===== src/rtl/vga_pattern_gen.sv =====
// VGA timing generator with four frame-synchronised test patterns (bar, colour bars, checker, gradient).
// Define VGA_PATTERN_CURSOR_EN to add the iCurX/iCurY crosshair overlay.
module vga_pattern_gen #(
    parameter int COLOR_W    = 10,
    parameter int H_ACTIVE   = 640,
    parameter int H_FP       = 16,
    parameter int H_SYNC     = 96,
    parameter int H_BP       = 48,
    parameter int V_ACTIVE   = 480,
    parameter int V_FP       = 10,
    parameter int V_SYNC     = 2,
    parameter int V_BP       = 33,
    parameter int CLK_DIV    = 2,
    parameter bit SYNC_POL   = 1'b0,
    parameter int BAR_STEP   = 1,
    parameter int CHECK_LOG2 = 5
) (
    input  logic               iClk,
    input  logic               nRst,
    input  logic               iRun,
    input  logic [1:0]         iMode,
`ifdef VGA_PATTERN_CURSOR_EN
    input  logic [11:0]        iCurX,
    input  logic [11:0]        iCurY,
`endif
    output logic               oPixEn,
    output logic               oHS,
    output logic               oVS,
    output logic               oBlank,
    output logic [COLOR_W-1:0] oR,
    output logic [COLOR_W-1:0] oG,
    output logic [COLOR_W-1:0] oB,
    output logic [11:0]        oX,
    output logic [11:0]        oY,
    output logic               oFrameStart,
    output logic [11:0]        oBarPos
);
    localparam int H_TOTAL = H_ACTIVE + H_FP + H_SYNC + H_BP;
    localparam int V_TOTAL = V_ACTIVE + V_FP + V_SYNC + V_BP;
    localparam int DIV_W   = (CLK_DIV > 1) ? $clog2(CLK_DIV) : 1;

    localparam logic [DIV_W-1:0] DIV_LAST = DIV_W'(CLK_DIV - 1);
    localparam logic [11:0] H_LAST   = 12'(H_TOTAL - 1);
    localparam logic [11:0] V_LAST   = 12'(V_TOTAL - 1);
    localparam logic [11:0] H_ACT    = 12'(H_ACTIVE);
    localparam logic [11:0] V_ACT    = 12'(V_ACTIVE);
    localparam logic [11:0] V_HALF   = 12'(V_ACTIVE / 2);
    localparam logic [11:0] HS_FIRST = 12'(H_ACTIVE + H_FP);
    localparam logic [11:0] HS_LAST  = 12'(H_ACTIVE + H_FP + H_SYNC - 1);
    localparam logic [11:0] VS_FIRST = 12'(V_ACTIVE + V_FP);
    localparam logic [11:0] VS_LAST  = 12'(V_ACTIVE + V_FP + V_SYNC - 1);
    localparam logic [12:0] STEP13   = 13'(BAR_STEP);
    localparam logic [12:0] H_ACT13  = 13'(H_ACTIVE);

    logic [DIV_W-1:0]   div_q, div_d;
    logic [11:0]        hcnt_q, hcnt_d, vcnt_q, vcnt_d;
    logic [11:0]        bar_q, bar_d, x_q, x_d, y_q, y_d;
    logic [1:0]         mode_q, mode_d;
    logic               pix_en_q, pix_en_d, fs_q, fs_d;
    logic               hs_q, hs_d, vs_q, vs_d, blank_q, blank_d;
    logic [COLOR_W-1:0] r_q, r_d, g_q, g_d, b_q, b_d;
    logic               strobe, frame_start, active, cursor_hit;
    logic [12:0]        bar_sum;
    logic [2:0]         col_idx;
    logic [COLOR_W-1:0] pix_r, pix_g, pix_b;

    // Mode/bar for the pixel being emitted use the _d values so that the
    // frame-start pixel already reflects the newly latched frame settings.
    always_comb begin
        strobe      = (div_q == DIV_LAST);
        div_d       = strobe ? '0 : div_q + DIV_W'(1);
        frame_start = strobe && (hcnt_q == 12'd0) && (vcnt_q == 12'd0);
        hcnt_d      = hcnt_q;
        vcnt_d      = vcnt_q;
        if (strobe) begin
            if (hcnt_q == H_LAST) begin
                hcnt_d = 12'd0;
                vcnt_d = (vcnt_q == V_LAST) ? 12'd0 : vcnt_q + 12'd1;
            end else begin
                hcnt_d = hcnt_q + 12'd1;
            end
        end
        mode_d  = frame_start ? iMode : mode_q;
        bar_sum = {1'b0, bar_q} + STEP13;
        bar_d   = bar_q;
        if (frame_start && iRun) begin
            bar_d = (bar_sum >= H_ACT13) ? 12'd0 : bar_sum[11:0];
        end
    end

`ifdef VGA_PATTERN_CURSOR_EN
    logic [11:0] curx_q, curx_d, cury_q, cury_d;

    always_comb begin
        curx_d     = frame_start ? iCurX : curx_q;
        cury_d     = frame_start ? iCurY : cury_q;
        cursor_hit = (hcnt_q == curx_d) || (vcnt_q == cury_d);
    end

    always_ff @(posedge iClk or negedge nRst) begin
        if (!nRst) begin
            curx_q <= 12'd0;
            cury_q <= 12'd0;
        end else begin
            curx_q <= curx_d;
            cury_q <= cury_d;
        end
    end
`else
    assign cursor_hit = 1'b0;
`endif

    always_comb begin
        active  = (hcnt_q < H_ACT) && (vcnt_q < V_ACT);
        col_idx = 3'd0;
        for (int k = 1; k < 8; k++) begin
            if (hcnt_q >= 12'(k * (H_ACTIVE / 8))) col_idx = 3'(k);
        end
        pix_r = '0;
        pix_g = '0;
        pix_b = '0;
        case (mode_d)
            2'd0: begin
                pix_r = (hcnt_q <= bar_d) ? '1 : '0;
                pix_b = ~pix_r;
                pix_g = (vcnt_q < V_HALF) ? '1 : '0;
            end
            2'd1: begin
                pix_r = {COLOR_W{~col_idx[1]}};
                pix_g = {COLOR_W{~col_idx[2]}};
                pix_b = {COLOR_W{~col_idx[0]}};
            end
            2'd2: begin
                pix_r = {COLOR_W{hcnt_q[CHECK_LOG2] ^ vcnt_q[CHECK_LOG2]}};
                pix_g = pix_r;
                pix_b = pix_r;
            end
            default: begin
                pix_r = COLOR_W'(hcnt_q);
                pix_g = COLOR_W'(vcnt_q);
            end
        endcase
        if (cursor_hit) begin
            pix_r = '1;
            pix_g = '1;
            pix_b = '1;
        end
    end

    always_comb begin
        pix_en_d = strobe;
        fs_d     = frame_start;
        x_d      = x_q;
        y_d      = y_q;
        hs_d     = hs_q;
        vs_d     = vs_q;
        blank_d  = blank_q;
        r_d      = r_q;
        g_d      = g_q;
        b_d      = b_q;
        if (strobe) begin
            x_d     = hcnt_q;
            y_d     = vcnt_q;
            hs_d    = (hcnt_q >= HS_FIRST && hcnt_q <= HS_LAST) ? SYNC_POL : ~SYNC_POL;
            vs_d    = (vcnt_q >= VS_FIRST && vcnt_q <= VS_LAST) ? SYNC_POL : ~SYNC_POL;
            blank_d = active;
            r_d     = active ? pix_r : '0;
            g_d     = active ? pix_g : '0;
            b_d     = active ? pix_b : '0;
        end
    end

    always_ff @(posedge iClk or negedge nRst) begin
        if (!nRst) begin
            div_q    <= '0;
            hcnt_q   <= 12'd0;
            vcnt_q   <= 12'd0;
            bar_q    <= 12'd0;
            mode_q   <= 2'd0;
            pix_en_q <= 1'b0;
            fs_q     <= 1'b0;
            x_q      <= 12'd0;
            y_q      <= 12'd0;
            hs_q     <= ~SYNC_POL;
            vs_q     <= ~SYNC_POL;
            blank_q  <= 1'b0;
            r_q      <= '0;
            g_q      <= '0;
            b_q      <= '0;
        end else begin
            div_q    <= div_d;
            hcnt_q   <= hcnt_d;
            vcnt_q   <= vcnt_d;
            bar_q    <= bar_d;
            mode_q   <= mode_d;
            pix_en_q <= pix_en_d;
            fs_q     <= fs_d;
            x_q      <= x_d;
            y_q      <= y_d;
            hs_q     <= hs_d;
            vs_q     <= vs_d;
            blank_q  <= blank_d;
            r_q      <= r_d;
            g_q      <= g_d;
            b_q      <= b_d;
        end
    end

    assign oPixEn      = pix_en_q;
    assign oFrameStart = fs_q;
    assign oHS         = hs_q;
    assign oVS         = vs_q;
    assign oBlank      = blank_q;
    assign oR          = r_q;
    assign oG          = g_q;
    assign oB          = b_q;
    assign oX          = x_q;
    assign oY          = y_q;
    assign oBarPos     = bar_q;
endmodule


===== config.mk =====
export PLATFORM = sky130hd
export DESIGN_NAME = vga_pattern_gen
export DESIGN_NICKNAME = d
export VERILOG_FILES = /design/src/rtl/vga_pattern_gen.sv
export SDC_FILE = /design/constraint.sdc
export NUM_CORES = 1
export LEC_CHECK = 0
export ABC_AREA = 0
export CAP_MARGIN = 20
export CORE_MARGIN = 4
export CORE_UTILIZATION = 35
export CTS_CLUSTER_DIAMETER = 50
export DETAILED_ROUTE_END_ITERATION = 8
export HOLD_SLACK_MARGIN = 0.08
export PLACE_DENSITY_LB_ADDON = 0.12
export SYNTH_ARGS = -nofsm -noshare
export SYNTH_HDL_FRONTEND = slang
export SYNTH_SLANG_ARGS = --single-unit

===== constraint.sdc =====
create_clock -name iClk -period 4.8 [get_ports iClk]
set_input_delay 0.72 -clock iClk [delete_from_list [all_inputs] [get_ports iClk]]
set_output_delay 0.72 -clock iClk [all_outputs]
set_load 0.02 [all_outputs]

==> impl_metrics.tcl, run 1 <==
set metrics [dict create \
    end_kind "register" \
    status "complete, no violations" \
    grt_first_pass_wirelength_mm 21.2 \
    tightest_slew_ns 0.814 \
    clock_power_share_pct 46.5 \
    yosysTopAreaCellShare_pct 45.1 \
    netlist_area_um2 4830 \
    io_buffers 75 \
    syn_nets 509 \
    p_seq_share_pct 46.5 \
    slew_headroom_pct 45.0 \
    combinationalPowerShare_pct 7.0 \
    finClkSkew_ns 0.00955 \
    gr-total-overflow 0 \
    setup_tns_ns 0 \
    synth_top_area_cell "dfrtp_1" \
    die_h_um 125 \
    ys_seq_area_share_pct 46.2 \
    critPathMaxFanout 10 \
    startpoint_type "register" \
    dp_hpwl_mm 9.15 \
    synth_most_common_cell "dfrtp_1" \
    hold_path.class "input port to asynchronous set/reset pin" \
    cts.repair.resized 0 \
    drtIter0Drc 307 \
    regToRegStartpoint "hcnt_q[0]" \
    die_w_um 125 \
    first_pass_iters 5 \
    vias 3954 \
    power_leakage_uw 0.00268 \
    yosys_warnings 0 \
    io_pins 76 \
    drc 0 \
    h-tree-depth 3 \
    synth_area_leaders "dfrtp_1 (45%), mux2_2 (5.8%), ha_1 (4.4%)" \
    n_antenna_cell 0 \
    rows 42 \
    clockRootBuffer "clkbuf_16" \
    synthArstFlopShare_pct 100 \
    postCtsHoldBufs 0 \
    grt_pass1_vias 4002 \
    finalWirelength_mm 12.8 \
    regToRegSetupSlack_ns 0.55 \
    die_area_um2 15700 \
    design_area_um2 6020 \
    synth_common_cells "dfrtp_1 (87), nor2_1 (49), nand2_1 (37)" \
    switching_power_uw 395 \
    avgViaCountPerCell 5.39 \
    drv_slew 0 \
    min_period_ns 4.25 \
    cts_tree "built" \
    initial_core_util_pct 36.0 \
    r2r_cells 15 \
    synth-seq-cells 89 \
    synth_ff_type "dfrtp_1" \
    register_area_um2 2230 \
    grt_usage_pct 16.7 \
    syn_avg_cell_area_um2 9.91 \
    holdWs_ns 0.432 \
    criticalPathCategory "register to register" \
    setup_viol 0 \
    path_clk_slew_ns 0.07 \
    cap_violations 0 \
    cts_made_buffers 9 \
    worstPathRequired_ns 5.03 \
    avgRoutedWirePerCell_um 17.5 \
    arrival_ns 4.48 \
    ir_drop_mv 0.186 \
    rsz0062_at_grt "no" \
    p_sw_share_pct 23.6 \
    setup_ws_ns 0.552 \
    clock_path_buffers 2 \
    worstSkewPairLatency_ns 0.35 \
    synth_cell_types 60 \
    place_area_um2 5690 \
    syn_inst 487 \
    dp_slack_ns 0.534 \
    clock_sinks 89 \
    grt_max_degree 58 \
    worst_r2r_endpoint "oR[4]" \
    hold_viol 0 \
    fmax_ghz 0.235 \
    final_nets 574 \
    post-route-period-util_pct 88.5 \
    internal_power_uw 1280 \
    routabilityCongestion 0.866 \
    post_cts_buffers 0 \
    area_growth_pct 24.8 \
    antenna_found_initial 0 \
    synth-edff-count 0 \
    power_density_nw_per_um2 277 \
    drt.antenna.violating_nets 0 \
    nFillCells 1306 \
    multi_input_area_um2 2320 \
    final_core_util_pct 44.9 \
    core_um2 13400 \
    drive_gt1_share_pct 12.6 \
]
## per-stage QoR
step / total power [uW] / cells
after floorplan: 851 / 487
after global placement: 910 / 716
after detailed placement: 911 / 716
after CTS: 1690 / 732
after global routing: 1730 / 733
final: 1670 / 733
## worst max path at each step
stage | startpoint | endpoint | slack [ns]
6_report | hcnt_q[0] | oR[4] | 0.55
5_1_grt | hcnt_q[1] | oR[9] | 0.20
2_1_floorplan | vcnt_q[5] | oR[0] | 0.93
4_1_cts | hcnt_q[0] | oR[4] | 0.52
3_5_place_dp | hcnt_q[0] | oR[6] | 0.53
3_3_place_gp | hcnt_q[1] | oR[1] | 0.67
## placed cells by master (no fill, tap or decap), types with 3 or more instances in the layout
cell	n
xor2_1	7
mux2i_1	3
and2_1	6
nor4_1	6
mux2_2	25
or3_1	3
and3_1	3
a22o_1	3
a31oi_1	3
inv_6	3
nand3_1	16
nor2b_1	6
nor3_1	8
or4_4	3
o32ai_1	8
o2bb2ai_1	12
nand2_1	37
a21o_1	9
clkdlybuf4s50_1	74
dfrtp_1	86
o31ai_1	5
and4_1	3
clkbuf_16	9
or2_2	7
o22ai_1	3
a22oi_1	3
nand4_1	13
o21ai_0	18
xnor2_1	12
buf_4	11
inv_1	25
nand2b_1	3
nor2_1	49
ha_1	17
a21oi_1	22
## power by group through the flow
| stage | Clock (uW) | Combinational, uW | Sequential [uW] |
|---|---|---|---|
| finish | 777 | 118 | 776 |
| CTS | 796 | 120 | 777 |
| global placement | 0 | 120 | 790 |
| global route | 828 | 127 | 778 |
| detailed placement | 0 | 120 | 791 |
| floorplan | 0 | 45.2 | 806 |
## logic make-up (layout without fill, tap and decap cells)
kind of cell,count (synthesis),after routing,synth area share (%)
DFF,89,89,46.2
muxes,28,28,6.45
xor gates and xnor gates,19,19,3.45
buffers and inverters,57,127,5.68
and+or+nand+nor,178,178,19.5
AOI/OAI and AO/OA,99,99,14.4
adders and majority gates,17,17,4.41
## flip-flops by register name, summed over array words and instances, names as in the netlist, 2 cells and up
name / flops
hcnt_q: 12
mode_q: 2
oBarPos: 12
oG: 10
oR: 10
oX: 12
oY: 12
vcnt_q: 12
## worst max-delay path, cell delays in order, from the launching register on
cell and delay [ns]:
dfrtp_1 0.44, inv_1 0.15, ha_1 0.17, or4bb_1 0.39, or4_4 0.44, nor4_4 0.31
nand2_1 0.30, o2bb2ai_1 0.22, a21oi_1 0.13, ha_1 0.25, a21oi_1 0.13, nor2_1 0.05
a211oi_1 0.25, a31oi_1 0.18, o211a_1 0.39, o32ai_1 0.33
## layer usage
metal  track usage, %  vias to the layer above  wire length (um)
li1                 -                     1873                 -
met3             3.88                       26               634
met4             6.51                        0               242
met5                0                        -                 0
met1             21.8                     1933              5730
met2             26.7                      122              6240
## area by class of cell
type | instances | share of cell area, %
clock inverters | 7 | 1.64
well taps | 176 | 3.66
repair buffers | 86 | 13.8
flip-flops and latches | 89 | 37.0
multi-input cells | 341 | 38.6
inverters | 25 | 1.56
clock buffers | 9 | 3.74
(Power assumes the default switching activity.)
==> inputs of run 2 (changes only) <==
--- a/config.mk
+++ b/config.mk
@@ -13,6 +13,7 @@
 export DETAILED_ROUTE_END_ITERATION = 8
 export HOLD_SLACK_MARGIN = 0.08
 export PLACE_DENSITY_LB_ADDON = 0.12
+export RECOVER_POWER = 100
 export SYNTH_ARGS = -nofsm -noshare
 export SYNTH_HDL_FRONTEND = slang
 export SYNTH_SLANG_ARGS = --single-unit
==> run 2 against run 1 <==
  * The run now ends with max-capacitance violations, max-slew violations left
  * First-iteration DRC count down 0.65%
  * Non-clock buffer count unchanged
  * Sequential power is essentially flat
  * Sequential share of layout area up 0.19 points
  * Global-route usage did not move
  * Critical endpoint unchanged
  * Largest cell class unchanged
  * Highest routed layer unchanged
==> impl_metrics.tcl, run 2 (synthesis results as in run 1) <==
set metrics [dict create \
    area_growth_pct 24.1 \
    clock_sinks 89 \
    worstSkewPairLatency_ns 0.35 \
    setup_tns_ns 0 \
    power_density_nw_per_um2 277 \
    die_h_um 125 \
    drc 0 \
    avgViaCountPerCell 5.35 \
    min_period_ns 4.25 \
    drv_slew 58 \
    die_w_um 125 \
    final_cell_mix "dfrtp_1 (86), dlygate4sd3_1 (71), nor2_1 (49)" \
    arrival_ns 4.44 \
    post_cts_buffers 0 \
    setup_viol 0 \
    register_area_um2 2230 \
    routabilityCongestion 0.866 \
    rows 42 \
    instances_no_fill 733 \
    grt_pass1_vias 4002 \
    core_um2 13400 \
    drt.antenna.violating_nets 0 \
    io_buffers 75 \
    avgRoutedWirePerCell_um 17.5 \
    final_common_cell "dfrtp_1" \
    power_leakage_uw 0.00275 \
    final_core_util_pct 44.7 \
    first_pass_iters 4 \
    grt_usage_pct 16.7 \
    worstPathRequired_ns 4.99 \
    rsz0062_at_grt "no" \
    n_antenna_cell 0 \
    io_pins 76 \
    criticalPathCategory "register to register" \
    nFillCells 1311 \
    end_kind "register" \
    ir_drop_mv 0.186 \
    status "complete, but fails checks" \
    initial_core_util_pct 36.0 \
    numPlacedInstances 716 \
    multi_input_area_um2 2300 \
    grt_max_degree 58 \
    dp_hpwl_mm 9.15 \
    path_clk_slew_ns 0.07 \
    final_nets 574 \
    cts.repair.resized 0 \
    finalWirelength_mm 12.8 \
    drive_gt1_share_pct 11.3 \
    cap_violations 1 \
    cts_tree "built" \
    clock_path_buffers 2 \
    hold_viol 0 \
    post-route-period-util_pct 88.5 \
    die_area_um2 15700 \
    tightest_slew_ns 3.08 \
    startpoint_type "register" \
    postCtsHoldBufs 0 \
    critPathMaxFanout 12 \
    drtIter0Drc 305 \
    antenna_found_initial 0 \
    gr-total-overflow 0 \
    hold_path.class "register to register" \
    slew_headroom_pct -105 \
    vias 3922 \
    fmax_ghz 0.236 \
    cts_made_buffers 9 \
    violations "max-capacitance violations, max-slew violations" \
    grt_first_pass_wirelength_mm 21.2 \
    h-tree-depth 3 \
    finClkSkew_ns 0.0108 \
    clockRootBuffer "clkbuf_16" \
]
run 2: changes by cell type in the layout (fill, tap and decap cells not counted), moves of 2 or more:
cell / previous run / this run
buf_4: 11 / 9
clkdlybuf4s50_1: 74 / 3
dlygate4sd3_1: 0 / 71
o32ai_1: 8 / 10
o32ai_2: 2 / 0
run 2: final timing paths:
check | from | to | slack (ns) | cells past startpoint
max | vcnt_q[4] | oR[4] | 0.55 | 15
min | oG[7] | oG[7] | 0.49 | 1
max reg2reg | vcnt_q[4] | oR[4] | 0.55 | 15
min reg2reg | oG[7] | oG[7] | 0.49 | 1
max in group asynchronous | nRst | div_q | 1.30 | 2
min in group asynchronous | nRst | oPixEn | 1.38 | 1
run 2: metrics by stage:
step                      cell area (um^2)  total power [uW]  setup WS [ns]  hold WS (ns)
after floorplan                       4830               851          0.933         0.417
after global placement                5690               910          0.673         0.478
after detailed placement              5690               911          0.534         0.484
after CTS                             6020              1690          0.519         0.461
after global routing                  5990              1720          0.188         0.497
final                                 5990              1660          0.554         0.486
run 2: final cells by class:
cell class / instances / area share (%)
multi-input cells: 341 / 38.4
flip-flops and latches: 89 / 37.2
repair buffers: 86 / 13.8
clock buffers: 9 / 3.76
well taps: 176 / 3.68
clock inverters: 7 / 1.65
inverters: 25 / 1.57
run 2: where the power goes:
part           internal (uW)  switching, uW
combinational           41.8           66.4
clock                    461            314
sequential               764           11.0
total                   1270            391
run 2: layer usage:
| metal | wire length (um) | share of wire, % | GRT usage, % |
|---|---|---|---|
| met1 | 5770 | 45 | 21.8 |
| met2 | 6210 | 49 | 26.7 |
| met3 | 603 | 4.7 | 3.88 |
| met4 | 213 | 1.7 | 6.51 |
| met5 | 0 | 0 | 0 |
run 2: worst max-delay path, stage by stage (launching register included):
cell,delay [ns]
dfrtp_1,0.49
or4_1,0.57
or2_0,0.37
nor4_1,0.38
buf_4,0.23
nand2_1,0.08
nor2_1,0.11
buf_4,0.18
a22oi_1,0.11
ha_1,0.33
a21oi_1,0.07
o21a_1,0.19
a21o_1,0.18
a31oi_1,0.24
o211a_1,0.40
o32ai_1,0.15
